**config.mk**
```make
export PLATFORM = sky130hd
export DESIGN_NAME = uart_tx_fifo_drain
export DESIGN_NICKNAME = d
export VERILOG_FILES = /design/src/rtl/uart_pkg.sv /design/src/rtl/uart_dn_timer.sv /design/src/rtl/uart_tx_fifo_drain.sv
export SDC_FILE = /design/constraint.sdc
export NUM_CORES = 1
export LEC_CHECK = 0
export CAP_MARGIN = 30
export CELL_PAD_IN_SITES_DETAIL_PLACEMENT = 1
export CELL_PAD_IN_SITES_GLOBAL_PLACEMENT = 2
export CORE_UTILIZATION = 30
export DETAILED_ROUTE_END_ITERATION = 8
export PLACE_DENSITY_LB_ADDON = 0.1
export SYNTH_ARGS = -nofsm -noshare
export SYNTH_HDL_FRONTEND = slang
export SYNTH_SLANG_ARGS = --single-unit
```
**constraint.sdc**
```tcl
create_clock -name i_clk -period 3.85 [get_ports i_clk]
set_input_delay 0.77 -clock i_clk [delete_from_list [all_inputs] [get_ports i_clk]]
set_output_delay 0.77 -clock i_clk [all_outputs]
set_load 0.05 [all_outputs]
```
**src/rtl/uart_pkg.sv**
```systemverilog
// uart_pkg: shared types and helpers for the UART TX FIFO drain agent.
//   - state_e    : drain FSM encoding (IDLE=0, START=1, WAIT_DONE=2, GAP=3)
//   - DATA_W_DEF : default FIFO word / tx_data width
//   - timer_w()  : width of the shared gap/timeout down-counter
package uart_pkg;

    localparam int unsigned DATA_W_DEF = 8;

    typedef enum logic [1:0] {
        ST_IDLE      = 2'd0,
        ST_START     = 2'd1,
        ST_WAIT_DONE = 2'd2,
        ST_GAP       = 2'd3
    } state_e;

    // Largest value ever loaded is max(gap, timeout)-1, so clog2(max) bits suffice.
    function automatic int unsigned timer_w(input int unsigned gap, input int unsigned tmo);
        int unsigned m;
        m = (gap > tmo) ? gap : tmo;
        if (m < 2) m = 2;
        return $clog2(m);
    endfunction

endpackage

```
**src/rtl/uart_dn_timer.sv**
```systemverilog
// uart_dn_timer: loadable down-counter with a zero flag; saturates at zero.
// Ports:
//   i_clk, i_reset_n : clock, async active-low reset
//   i_load           : load i_load_val (has priority over i_dec)
//   i_load_val       : value to load
//   i_dec            : decrement by one when nonzero
//   o_zero           : count is zero (decode of the count register)
module uart_dn_timer #(
    parameter int unsigned W = 2
) (
    input  logic         i_clk,
    input  logic         i_reset_n,
    input  logic         i_load,
    input  logic [W-1:0] i_load_val,
    input  logic         i_dec,
    output logic         o_zero
);

    logic [W-1:0] r_count;

    // Count register
    always_ff @(posedge i_clk or negedge i_reset_n) begin
        if (!i_reset_n) begin
            r_count <= '0;
        end else if (i_load) begin
            r_count <= i_load_val;
        end else if (i_dec && (r_count != '0)) begin
            r_count <= r_count - W'(1);
        end
    end

    assign o_zero = (r_count == '0);

endmodule

```
**src/rtl/uart_tx_fifo_drain.sv**
```systemverilog
// uart_tx_fifo_drain: pops bytes from a first-word-fall-through TX FIFO and
// hands each to uart_tx via a start/done handshake, with optional inter-frame
// gap, done-timeout watchdog and a wrapping sent-frame counter.
// Ports:
//   i_clk, i_reset_n  : clock, async active-low reset
//   i_en              : permits new pops (sampled in IDLE)
//   i_fifo_empty      : FIFO empty flag
//   i_fifo_rdata      : FIFO head word
//   o_fifo_rd         : one-cycle pop strobe (combinational from state/inputs)
//   o_tx_start        : one-cycle start pulse to the transmitter
//   o_tx_data         : byte presented to the transmitter
//   i_tx_done_tick    : end-of-frame pulse from the transmitter
//   o_busy            : not in IDLE
//   o_err_timeout     : sticky watchdog error
//   i_err_clr         : clears o_err_timeout (a simultaneous new timeout wins)
//   o_frames_sent     : completed frame count, wraps
module uart_tx_fifo_drain
    import uart_pkg::*;
#(
    parameter int unsigned DATA_W         = DATA_W_DEF,
    parameter int unsigned GAP_CYCLES     = 0,
    parameter int unsigned TIMEOUT_CYCLES = 0,
    parameter int unsigned CNT_W          = 16
) (
    input  logic              i_clk,
    input  logic              i_reset_n,
    input  logic              i_en,
    input  logic              i_fifo_empty,
    input  logic [DATA_W-1:0] i_fifo_rdata,
    output logic              o_fifo_rd,
    output logic              o_tx_start,
    output logic [DATA_W-1:0] o_tx_data,
    input  logic              i_tx_done_tick,
    output logic              o_busy,
    output logic              o_err_timeout,
    input  logic              i_err_clr,
    output logic [CNT_W-1:0]  o_frames_sent
);

    localparam int unsigned TMR_W = timer_w(GAP_CYCLES, TIMEOUT_CYCLES);
    localparam logic [TMR_W-1:0] TO_LOAD  =
        (TIMEOUT_CYCLES == 0) ? '0 : TMR_W'(TIMEOUT_CYCLES - 1);
    localparam logic [TMR_W-1:0] GAP_LOAD =
        (GAP_CYCLES == 0) ? '0 : TMR_W'(GAP_CYCLES - 1);

    state_e             r_state;
    state_e             w_next;
    logic [DATA_W-1:0]  r_tx_data;
    logic               r_tx_start;
    logic               r_busy;
    logic               r_err_timeout;
    logic [CNT_W-1:0]   r_frames_sent;

    logic               w_pop;
    logic               w_tmr_load;
    logic [TMR_W-1:0]   w_tmr_val;
    logic               w_tmr_dec;
    logic               w_tmr_zero;
    logic               w_frame_done;
    logic               w_timeout;

    // Gap and timeout share one counter: they are never live at the same time
    uart_dn_timer #(
        .W (TMR_W)
    ) u_timer (
        .i_clk      (i_clk),
        .i_reset_n  (i_reset_n),
        .i_load     (w_tmr_load),
        .i_load_val (w_tmr_val),
        .i_dec      (w_tmr_dec),
        .o_zero     (w_tmr_zero)
    );

    // Next-state and control decode
    always_comb begin
        w_next       = r_state;
        w_pop        = 1'b0;
        w_tmr_load   = 1'b0;
        w_tmr_val    = '0;
        w_tmr_dec    = 1'b0;
        w_frame_done = 1'b0;
        w_timeout    = 1'b0;
        unique case (r_state)
            ST_IDLE: begin
                if (i_en && !i_fifo_empty) begin
                    w_pop  = 1'b1;
                    w_next = ST_START;
                end
            end
            ST_START: begin
                w_tmr_load = 1'b1;
                w_tmr_val  = TO_LOAD;
                w_next     = ST_WAIT_DONE;
            end
            ST_WAIT_DONE: begin
                // Done is checked first so it wins over a same-cycle expiry
                if (i_tx_done_tick) begin
                    w_frame_done = 1'b1;
                    if (GAP_CYCLES == 0) begin
                        w_next = ST_IDLE;
                    end else begin
                        w_tmr_load = 1'b1;
                        w_tmr_val  = GAP_LOAD;
                        w_next     = ST_GAP;
                    end
                end else if ((TIMEOUT_CYCLES != 0) && w_tmr_zero) begin
                    w_timeout = 1'b1;
                    w_next    = ST_IDLE;
                end else begin
                    w_tmr_dec = 1'b1;
                end
            end
            ST_GAP: begin
                if (w_tmr_zero) begin
                    w_next = ST_IDLE;
                end else begin
                    w_tmr_dec = 1'b1;
                end
            end
            default: w_next = ST_IDLE;
        endcase
    end

    // State, datapath and status registers
    always_ff @(posedge i_clk or negedge i_reset_n) begin
        if (!i_reset_n) begin
            r_state       <= ST_IDLE;
            r_tx_data     <= '0;
            r_tx_start    <= 1'b0;
            r_busy        <= 1'b0;
            r_err_timeout <= 1'b0;
            r_frames_sent <= '0;
        end else begin
            r_state    <= w_next;
            r_tx_start <= (w_next == ST_START);
            r_busy     <= (w_next != ST_IDLE);
            if (w_pop) begin
                r_tx_data <= i_fifo_rdata;
            end
            if (w_timeout) begin
                r_err_timeout <= 1'b1;
            end else if (i_err_clr) begin
                r_err_timeout <= 1'b0;
            end
            if (w_frame_done) begin
                r_frames_sent <= r_frames_sent + CNT_W'(1);
            end
        end
    end

    // Reset gating keeps the pop strobe low while reset is held
    assign o_fifo_rd     = w_pop & i_reset_n;
    assign o_tx_start    = r_tx_start;
    assign o_tx_data     = r_tx_data;
    assign o_busy        = r_busy;
    assign o_err_timeout = r_err_timeout;
    assign o_frames_sent = r_frames_sent;

endmodule

```
==> impl_metrics.ini <==
[status]
status = complete, no violations

[yosys]
syn-cell-area_mm2 = 0.00119
synth_seq_cells = 29
synth_top_family_by_area = simple AND/OR/NAND/NOR gates
synth_fp_nets = 105
synth_top_area_share_pct = 61.0
yosys.area.top_type = dfrtp_1
synthCells = 90
synth_area_leaders = dfrtp_1 (61%), mux2_2 (8.5%), xnor2_1 (8.1%)
synth_xor_area_share_pct = 11.0
synthSimpleGateAreaFrac_pct = 14.4
synth_fa_ha_area_share_pct = 1.05
avgSynthCellArea_um2 = 13.2
yosysWarnings = 0
synth_compound_area_share_pct = 1.68
ys_types = 27
synthMuxAreaShare_pct = 8.52
ys_seq_area_share_pct = 61.0

[clocking]
post-cts-setup-buffer-count = 0
cts_resized = 0
root_buffer = clkbuf_8
cts_tree = done
cts_sinks = 29
htreeDepth = 2
clkTransAtPathRegs_ns = 0.06
clkLatencyLatePin_ns = 0.27
cts_made_buffers = 5
cts_buffer_depth = 2
cts_hold_buf = 0

[cells_and_area]
final_nets = 151
multi_input_area_um2 = 447
final_cell_count_no_fill = 184
diodes = 0
final_util_pct = 46.6
layout.area.seq_um2 = 726
drive_gt1_share_pct = 17.6
fillers = 407
area_delta_synth_final_pct = 46.7
fin_area_mm2 = 0.00175

[drt]
via_per_inst = 4.54
drc = 0
final_antenna_net_count = 0
drt_pass1_iterations = 4
wl_per_cell_um = 12.6
drtIter0Drc = 36
vias = 836
wirelength_um = 2330

[place]
dp_hpwl_um = 1680
dp.cells = 177
dpl-instance-area_mm2 = 0.00166
gp_congestion = 0.691
port-buffer-count = 39

[pwr]
totalPowerFinal_mw = 1.08
switching_share_pct = 38.9
vdd_ir_drop_max_mv = 0.298
leakage_nw = 0.765
p_int_mw = 0.659
pwr-share-seq_pct = 38.0
switching_power_mw = 0.419
power_density_mw_per_mm2 = 617
power_frac_comb_pct = 39.1
power_frac_clock_pct = 22.9

[timing]
fin_crit_ns = 2.79
slew_viol_final = 0
max_slew_margin_pct = 61.6
finalSetupViolCount = 0
skew_ns = 0.00526
hold_viol = 0
fin_tns_setup_ns = 0
fmax_mhz = 359
finalCritPeriodShare_pct = 72.4
worst_slew_pin_slew_ns = 0.571
grt_setup_unrepaired = no

[floorplanning]
die_area_mm2 = 0.00422
io-pin-count = 42
core-area_mm2 = 0.00374
initial_core_util_pct = 31.8
row_count = 22
fp.dieH_um = 65.0
die_x_um = 65.0

[setup_path]
cp.arrival_ns = 2.02
path_cells = clkdlybuf4s50_1 -> nor4b_2 -> buf_4 -> and2_1 -> buf_12
required_ns = 3.08
endpoint_kind = output pin
critPathMaxStageDelay_ns = 0.41
critPathKind = in2out
path_max_fanout = 11
startpoint = i_fifo_empty
r2r-start = o_frames_sent[0]
critical-path-slowest-cell = clkdlybuf4s50_1
startpoint_type = primary input

[global_route]
grt_start_max_net_pins = 30
grt_pass1_vias = 879
overflow = 0
antenna_found_initial = 0
grt_pass1_wl_um = 4170
grt_usage_pct = 13.4

[min_path]
holdCritStartpoint = o_frames_sent[15]
min_path_type = reg2reg

[flow_run]
cap_violations = 0
==> critical path, delay by kind of cell <==
family                 cells  cell delay [ns]
buffers and inverters      3             0.79
AND/OR/NAND/NOR            2             0.46
==> per-layer routing <==
layer / global-route usage (%) / wire length [µm]
met1: 17.7 / 1120
met3: 5.11 / 122
met5: 0 / 0
met2: 19.3 / 1070
met4: 5.83 / 13
==> cell usage after synthesis (all sizes together) <==
| master | count |
|---|---|
| or4 | 1 |
| and2 | 1 |
| a31oi | 1 |
| nand3b | 1 |
| xnor2 | 11 |
| inv | 3 |
| and4 | 2 |
| nand2 | 4 |
| nand4 | 1 |
| and3 | 2 |
| or2 | 1 |
| dfrtp | 29 |
| xor2 | 4 |
| buf | 2 |
| nor4b | 1 |
| mux2 | 9 |
| nor2 | 4 |
| nor3 | 1 |
| nand4b | 1 |
| a21oi | 1 |
| a31o | 1 |
| nor4 | 1 |
| nand3 | 6 |
| ha | 1 |
| conb | 1 |
==> cell type report <==
| class | count | share of cell area [%] |
|---|---|---|
| sequential | 29 | 41.6 |
| inverter | 3 | 0.645 |
| multi-input combinational | 56 | 25.6 |
| clock buffer | 7 | 4.95 |
| tap | 48 | 3.44 |
| timing repair buffer | 41 | 23.8 |
==> cell usage in the layout (no fill, tap or decap) <==
master and instances:
clkdlybuf4s50_1 38, dfrtp_1 29, xnor2_1 11, mux2_2 9, nand3_1 6, clkbuf_8 6, nand2_1 4, xor2_1 4
inv_1 3, nor2_1 3, and4_1 2, and3_1 2, buf_4 2, nor4b_2 1, a31o_2 1, a21oi_1 1
a31oi_1 1, and2_1 1, or2_2 1, nand3b_4 1, nor4_1 1, nand4b_1 1, nor3_1 1, nand4_1 1
or4_4 1, nor2_2 1, ha_1 1, conb_1 1, clkbuf_1 1, buf_12 1
==> power by group through the flow <==
stage	Combinational, mW	Clock (mW)	Sequential (mW)
final	0.421	0.246	0.410
after global routing	0.445	0.272	0.422
after CTS	0.426	0.256	0.412
after detailed placement	0.425	0	0.416
after global placement	0.419	0	0.415
after floorplan	0.0812	0	0.604
==> registers in the layout, indices dropped and copies added (netlist names) <==
name	cells
r_state	2
o_tx_start	1
o_frames_sent	16
o_tx_data	8
o_busy	1
u_timer.r_count	1
==> stage by stage <==
| step | worst slack (ns) | hold slack, ns |
|---|---|---|
| floorplan | 1.28 | 0.474 |
| global placement | 1.07 | 0.462 |
| detailed placement | 1.06 | 0.463 |
| CTS | 1.04 | 0.475 |
| global route | 0.977 | 0.517 |
| finish | 1.06 | 0.467 |
==> logic make-up after synthesis <==
group                    count (synthesis)
other                                    1
multiplexers                             9
buffers and inverters                    5
AO/OA/AOI/OAI                            3
flip-flops                              29
XOR/XNOR                                15
adder cells (fa/ha/maj)                  1
AND/OR/NAND/NOR                         27
==> worst paths after layout <==
kind,end,slack [ns],cells past startpoint
max,o_fifo_rd,1.06,5
min,o_frames_sent[15],0.47,1
max reg2reg,o_frames_sent[10],2.13,5
min reg2reg,o_frames_sent[15],0.47,1
max in group asynchronous,o_frames_sent[10],2.67,2
min in group asynchronous,o_tx_data[3],0.91,2
Note: power is estimated with default switching activity, not from simulation.
